`src/rtl/ft_nmr_write_voter.sv`:
```
// ft_nmr_write_voter: N-channel (2 or 3) redundant write voter.
// Compares the {we, addr, data} tuples from NUM_CH replicated cores each cycle
// and commits the agreed (or majority) write to one shared memory port. It
// flags minority channels and stalls fetch for a retry on unresolvable
// disagreement. It latches FATAL after RETRY_MAX consecutive unresolved votes.
//
// Ports:
//   clk_i          clock, rising edge
//   rst_i          synchronous active-high reset
//   we_i           per-channel write enable
//   addr_i         per-channel address, channel k at [k*ADDR_WIDTH +: ADDR_WIDTH]
//   data_i         per-channel data,    channel k at [k*DATA_WIDTH +: DATA_WIDTH]
//   mem_we_o       single-cycle memory write strobe
//   mem_addr_o     memory write address (holds when mem_we_o=0)
//   mem_data_o     memory write data    (holds when mem_we_o=0)
//   fetch_block_o  stall request to all cores
//   fault_ch_o     sticky per-channel fault flags
//   err_cnt_o      saturating mismatch counter
//   fatal_o        unrecoverable-fault indication
module ft_nmr_write_voter #(
  parameter int unsigned ADDR_WIDTH   = 5,
  parameter int unsigned DATA_WIDTH   = 32,
  parameter int unsigned NUM_CH       = 3,
  parameter int unsigned STALL_CYCLES = 4,
  parameter int unsigned RETRY_MAX    = 3,
  parameter int unsigned CNT_WIDTH    = 8
) (
  input  logic                           clk_i,
  input  logic                           rst_i,
  input  logic [NUM_CH-1:0]              we_i,
  input  logic [NUM_CH*ADDR_WIDTH-1:0]   addr_i,
  input  logic [NUM_CH*DATA_WIDTH-1:0]   data_i,
  output logic                           mem_we_o,
  output logic [ADDR_WIDTH-1:0]          mem_addr_o,
  output logic [DATA_WIDTH-1:0]          mem_data_o,
  output logic                           fetch_block_o,
  output logic [NUM_CH-1:0]              fault_ch_o,
  output logic [CNT_WIDTH-1:0]           err_cnt_o,
  output logic                           fatal_o
);

  localparam int unsigned STALL_W = $clog2(STALL_CYCLES + 1);
  localparam int unsigned RETRY_W = $clog2(RETRY_MAX + 1);

  typedef enum logic [1:0] {
    ST_RUN   = 2'd0,
    ST_STALL = 2'd1,
    ST_FATAL = 2'd2
  } state_t;

  state_t                  state;
  logic [STALL_W-1:0]      stall_cnt;
  logic [RETRY_W-1:0]      retry_cnt;
  logic [RETRY_W-1:0]      retry_next_c;

  // Per-channel views of the flattened input buses
  logic [ADDR_WIDTH-1:0]   ch_addr [NUM_CH];
  logic [DATA_WIDTH-1:0]   ch_data [NUM_CH];

  // Vote results
  logic                    vote_unan_c;
  logic                    vote_maj_c;
  logic [NUM_CH-1:0]       minority_c;
  logic                    sel_we_c;
  logic [ADDR_WIDTH-1:0]   sel_addr_c;
  logic [DATA_WIDTH-1:0]   sel_data_c;

  for (genvar k = 0; k < NUM_CH; k++) begin : g_split
    assign ch_addr[k] = addr_i[k*ADDR_WIDTH +: ADDR_WIDTH];
    assign ch_data[k] = data_i[k*DATA_WIDTH +: DATA_WIDTH];
  end

  // Tuples are equal when the enables match; addr/data only matter for writes
  function automatic logic tuple_eq(
    input logic                  wa,
    input logic [ADDR_WIDTH-1:0] aa,
    input logic [DATA_WIDTH-1:0] da,
    input logic                  wb,
    input logic [ADDR_WIDTH-1:0] ab,
    input logic [DATA_WIDTH-1:0] db
  );
    return (wa == wb) && (!wa || ((aa == ab) && (da == db)));
  endfunction

  if (NUM_CH == 3) begin : g_tri
    logic eq01, eq02, eq12;
    assign eq01 = tuple_eq(we_i[0], ch_addr[0], ch_data[0], we_i[1], ch_addr[1], ch_data[1]);
    assign eq02 = tuple_eq(we_i[0], ch_addr[0], ch_data[0], we_i[2], ch_addr[2], ch_data[2]);
    assign eq12 = tuple_eq(we_i[1], ch_addr[1], ch_data[1], we_i[2], ch_addr[2], ch_data[2]);

    // Equality is transitive, so at most one pair can match without unanimity
    always_comb begin
      vote_unan_c = eq01 && eq12;
      vote_maj_c  = 1'b0;
      minority_c  = '0;
      sel_we_c    = we_i[0];
      sel_addr_c  = ch_addr[0];
      sel_data_c  = ch_data[0];
      if (!vote_unan_c) begin
        if (eq01) begin
          vote_maj_c = 1'b1;
          minority_c = NUM_CH'(3'b100);
        end else if (eq02) begin
          vote_maj_c = 1'b1;
          minority_c = NUM_CH'(3'b010);
        end else if (eq12) begin
          vote_maj_c = 1'b1;
          minority_c = NUM_CH'(3'b001);
          sel_we_c   = we_i[1];
          sel_addr_c = ch_addr[1];
          sel_data_c = ch_data[1];
        end
      end
    end
  end else if (NUM_CH == 2) begin : g_dual
    // Two channels can only agree or fail to resolve
    assign vote_unan_c = tuple_eq(we_i[0], ch_addr[0], ch_data[0], we_i[1], ch_addr[1], ch_data[1]);
    assign vote_maj_c  = 1'b0;
    assign minority_c  = '0;
    assign sel_we_c    = we_i[0];
    assign sel_addr_c  = ch_addr[0];
    assign sel_data_c  = ch_data[0];
  end else begin : g_bad_num_ch
    $error("ft_nmr_write_voter: NUM_CH must be 2 or 3");
    assign vote_unan_c = 1'b0;
    assign vote_maj_c  = 1'b0;
    assign minority_c  = '0;
    assign sel_we_c    = 1'b0;
    assign sel_addr_c  = '0;
    assign sel_data_c  = '0;
  end

  assign retry_next_c = retry_cnt + RETRY_W'(1);

  // Voter FSM with registered outputs
  always_ff @(posedge clk_i) begin
    if (rst_i) begin
      state         <= ST_RUN;
      stall_cnt     <= '0;
      retry_cnt     <= '0;
      mem_we_o      <= 1'b0;
      mem_addr_o    <= '0;
      mem_data_o    <= '0;
      fetch_block_o <= 1'b0;
      fault_ch_o    <= '0;
      err_cnt_o     <= '0;
      fatal_o       <= 1'b0;
    end else begin
      mem_we_o <= 1'b0;
      case (state)
        ST_RUN: begin
          if (vote_unan_c || vote_maj_c) begin
            retry_cnt <= '0;
            if (sel_we_c) begin
              mem_we_o   <= 1'b1;
              mem_addr_o <= sel_addr_c;
              mem_data_o <= sel_data_c;
            end
            if (vote_maj_c) begin
              fault_ch_o <= fault_ch_o | minority_c;
              if (err_cnt_o != '1) err_cnt_o <= err_cnt_o + CNT_WIDTH'(1);
            end
          end else begin
            retry_cnt     <= retry_next_c;
            fetch_block_o <= 1'b1;
            if (err_cnt_o != '1) err_cnt_o <= err_cnt_o + CNT_WIDTH'(1);
            if (retry_next_c == RETRY_W'(RETRY_MAX)) begin
              state   <= ST_FATAL;
              fatal_o <= 1'b1;
            end else begin
              state     <= ST_STALL;
              stall_cnt <= STALL_W'(STALL_CYCLES);
            end
          end
        end
        ST_STALL: begin
          // The load cycle counts as the first stall cycle
          if (stall_cnt <= STALL_W'(1)) begin
            state         <= ST_RUN;
            stall_cnt     <= '0;
            fetch_block_o <= 1'b0;
          end else begin
            stall_cnt <= stall_cnt - STALL_W'(1);
          end
        end
        ST_FATAL: begin
          fetch_block_o <= 1'b1;
          fatal_o       <= 1'b1;
        end
        default: state <= ST_RUN;
      endcase
    end
  end

endmodule

```
`config.mk`:
```
export PLATFORM = sky130hd
export DESIGN_NAME = ft_nmr_write_voter
export DESIGN_NICKNAME = d
export VERILOG_FILES = /design/src/rtl/ft_nmr_write_voter.sv
export SDC_FILE = /design/constraint.sdc
export NUM_CORES = 1
export LEC_CHECK = 0
export CORE_MARGIN = 1.5
export CORE_UTILIZATION = 45
export DETAILED_ROUTE_END_ITERATION = 7
export PLACE_DENSITY = 0.81
export REMOVE_ABC_BUFFERS = 1
export SETUP_SLACK_MARGIN = 0.5
export SYNTH_ARGS = -nofsm -noshare
export SYNTH_HDL_FRONTEND = slang
export SYNTH_SLANG_ARGS = --single-unit
export TNS_END_PERCENT = 20
```
`constraint.sdc`:
```
create_clock -name clk_i -period 3.1 [get_ports clk_i]
set_clock_uncertainty 0.1 [all_clocks]
set_input_delay 0.775 -clock clk_i [delete_from_list [all_inputs] [get_ports clk_i]]
set_output_delay 0.775 -clock clk_i [all_outputs]
set_load 0.05 [all_outputs]
```
==> metrics.cfg <==
[placed_design]
io_buffers = 166
dpl_worst_slack_ns = -0.576
gp_congestion = 0.985
dp_hpwl_um = 12500

[setup_path]
crit_type = in -> reg
cpMostUsedCell = buf_6
path_cells = buf_2, xor2_1, nor4_2, nand4_1, buf_4, buf_6, nor3_4, buf_6, nand4b_1, o21ai_1, a221oi_2
setup.worst_path.end_class = register
arrival_ns = 3.48
crit_cells = 11
cp.required_ns = 3.22
critPathLaunchType = primary input
crit_path_max_fanout = 14
path_delay_family = simple AND/OR/NAND/NOR gates
ff2ff_path_depth = 4
slowest_stage = nor4_2
cpPeakStageDelay_ns = 0.64
critPathBufInv = 4

[drt]
wl_per_cell_um = 28.1
drt_pass1_iterations = 7
drcViolationCount = 0
drt_iter0_drc = 886
drtAntennaViolNets = 0
vias_per_cell = 6.75
drt-total-wl_um = 25600
vias = 6160

[clock_tree]
cts_root_buf = clkbuf_8
htree_levels = 3
clk_pin_slew_ns = 0.08
postCtsHoldBufs = 0
clk_path_buf_depth = 2
cts_buffers = 9
cts_tree = yes
cts_sinks = 58
clk-insertion-delay-late_ns = 0.36

[timing]
rsz0062_at_grt = true
setup_ws_ns = -0.265
period_minus_slack_ns = 3.37
finalMaxSlewViolations = 0
fin_crit_sh_pct = 109
slew_headroom_pct = 47.6
final_hold_viol_count = 0
setup-tns-final_ns = -5.73
timing.fmax_ghz = 0.297
tightest_slew_ns = 0.784
setup_viol = 44

[status]
status = finished with violations
violations = negative setup slack

[grt]
grtUsageTotal_pct = 41.9
grt_max_degree = 26
antenna_found_initial = 2
gr-total-overflow = 0
first_global_vias = 5996
grt_pass1_wl_um = 32900

[synthesis]
syn_inst = 505
synth_flop_cell = dfxtp_1
synth_edf_count = 0
ys_seq_area_share_pct = 26.0
syn_avg_cell_area_sq_um = 8.85
synth-seq-cells = 58
synth_area_sq_mm = 0.00447
async_flop_share_pct = 0
ys_warn_count = 0
ys_types = 59

[worst_hold_path]
min_path_type = reg -> reg
whs_path_depth = 2

[cells_and_area]
fin_util_pct = 83.8
syn_to_final_growth_pct = 81.6
fin_nets = 891
drive_above_1_share_pct = 43.5

[job]
drv_cap = 0

[die]
die_h_um = 103
die-area_sq_mm = 0.0105
placementRows = 36
initial_utilization_pct = 46.1
core-area_sq_mm = 0.00968
ios = 167
dieWidth_um = 103

[pwr]
vdd.ir_drop.worst_mv = 0.279
power_density_mw_per_mm2 = 300
leakage_nw = 3.18
p_total_w = 0.00244

## cell usage after synthesis, types with 4 or more instances
cell type	n	area share (%)
a221oi_1	7	1.4
o21ai_1	14	1.6
dfxtp_1	58	26
nor2_1	23	1.9
xor2_1	63	12
mux2i_1	5	1.1
a221oi_2	30	10
xnor2_1	37	7.3
nor2b_1	9	1.3
nor4_1	16	2.2
nand4b_1	34	6.7
o21ai_0	24	2.7
inv_1	55	4.6
nand4_1	14	2.0
o22ai_1	4	0.56
clkbuf_1	16	1.3
a21oi_1	6	0.67
buf_6	9	2.3
nand2_1	20	1.7
## per-layer routing
| metal | wire length [um] | GRT usage [%] | up-vias |
|---|---|---|---|
| met1 | 8150 | 45.7 | 2808 |
| met4 | 2750 | 30.7 | 0 |
| li1 | - | - | 2375 |
| met5 | 0 | 0 | - |
| met3 | 4070 | 16.0 | 288 |
| met2 | 10600 | 66.5 | 689 |
## area by class of cell
cell class                      instances  area (sq um)
Timing Repair Buffer                  283          2700
Clock buffer                           11           141
Multi-Input combinational cell        365          3660
Inverter                               55           206
Clock inverter                          5          77.6
Fill cell                             432          1570
Tap cell                              133           166
Antenna cell                            2          5.00
Sequential cell                        58          1160
## logic make-up (layout without fill, tap and decap cells)
kind of cell	Yosys count	after routing	synth area share [%]
buf+inv	86	354	8.93
fa+ha+maj	3	3	0.840
flops	58	58	26.0
other cells	0	2	0
xor+xnor	100	100	19.6
simple gates	137	141	19.5
mux	8	8	1.88
compound gates	113	113	23.3
## registers in the layout, summed over array words and instances (netlist names)
| name | cells |
|---|---|
| retry_cnt | 2 |
| mem_we_o | 1 |
| err_cnt_o | 8 |
| mem_data_o | 32 |
| fatal_o | 1 |
| mem_addr_o | 5 |
| stall_cnt | 3 |
| fetch_block_o | 1 |
| state | 2 |
| fault_ch_o | 3 |
## tightest hold or removal path, delay by kind of cell (launching register included)
family / cells / cell delay [ns]
AOI/OAI and AO/OA: 1 / 0.05
DFF: 1 / 0.31
buffers and inverters: 1 / 0.05
## layout by cell type, fill, tap and decap left out, types with 6 or more instances in the layout
cell / Yosys / final
buf_4: 2 / 82
dfxtp_1: 58 / 58
inv_1: 55 / 53
clkdlybuf4s50_1: 0 / 51
xor2_1: 63 / 38
buf_2: 1 / 37
nand4b_1: 34 / 34
a221oi_2: 30 / 34
dlygate4sd2_1: 0 / 32
buf_6: 9 / 27
o21ai_1: 14 / 23
xor2_2: 0 / 22
nor2_1: 23 / 22
nand2_1: 20 / 20
clkdlybuf4s15_2: 0 / 19
xnor2_2: 0 / 18
xnor2_1: 37 / 15
nand4_1: 14 / 14
clkdlybuf4s15_1: 0 / 13
o21ai_0: 24 / 10
clkbuf_8: 0 / 10
nor4_2: 3 / 8
nor4_1: 16 / 6
nor2b_1: 9 / 6
a21oi_1: 6 / 6
buf_8: 0 / 6
## per-stage QoR
stage	instances	hold WS (ns)	instance area, sq um
finish	912	0.356	8120
global route	911	0.375	8110
CTS	899	0.357	7880
detailed placement	860	0.346	6790
global placement	860	0.338	6790
floorplan	474	0.329	4280
## what timing repair did
| action | CTS | global route |
|---|---|---|
| gates resized for setup | 449 | 47 |
| buffers inserted | 10 | 8 |
| setup endpoints to repair | 58 | 58 |
| pin swaps | 70 | 29 |
| gates cloned | 13 | 3 |
## report_power, final
| part | switching [W] | total (W) | internal, W |
|---|---|---|---|
| sequential | 0.0000243 | 0.000789 | 0.000765 |
| clock | 0.000366 | 0.000838 | 0.000472 |
| combinational | 0.000464 | 0.000808 | 0.000344 |
| total | 0.000854 | 0.00244 | 0.00158 |
## final timing paths
| check | startpoint | end | slack, ns |
|---|---|---|---|
| setup / recovery | data_i[71] | mem_addr_o[1] | -0.27 |
| hold / removal | fault_ch_o[2] | fault_ch_o[2] | 0.36 |
| setup reg to reg | state[1] | fault_ch_o[1] | 0.81 |
| hold reg to reg | fault_ch_o[2] | fault_ch_o[2] | 0.36 |
No activity file was read; power rests on OpenSTA's default activity.
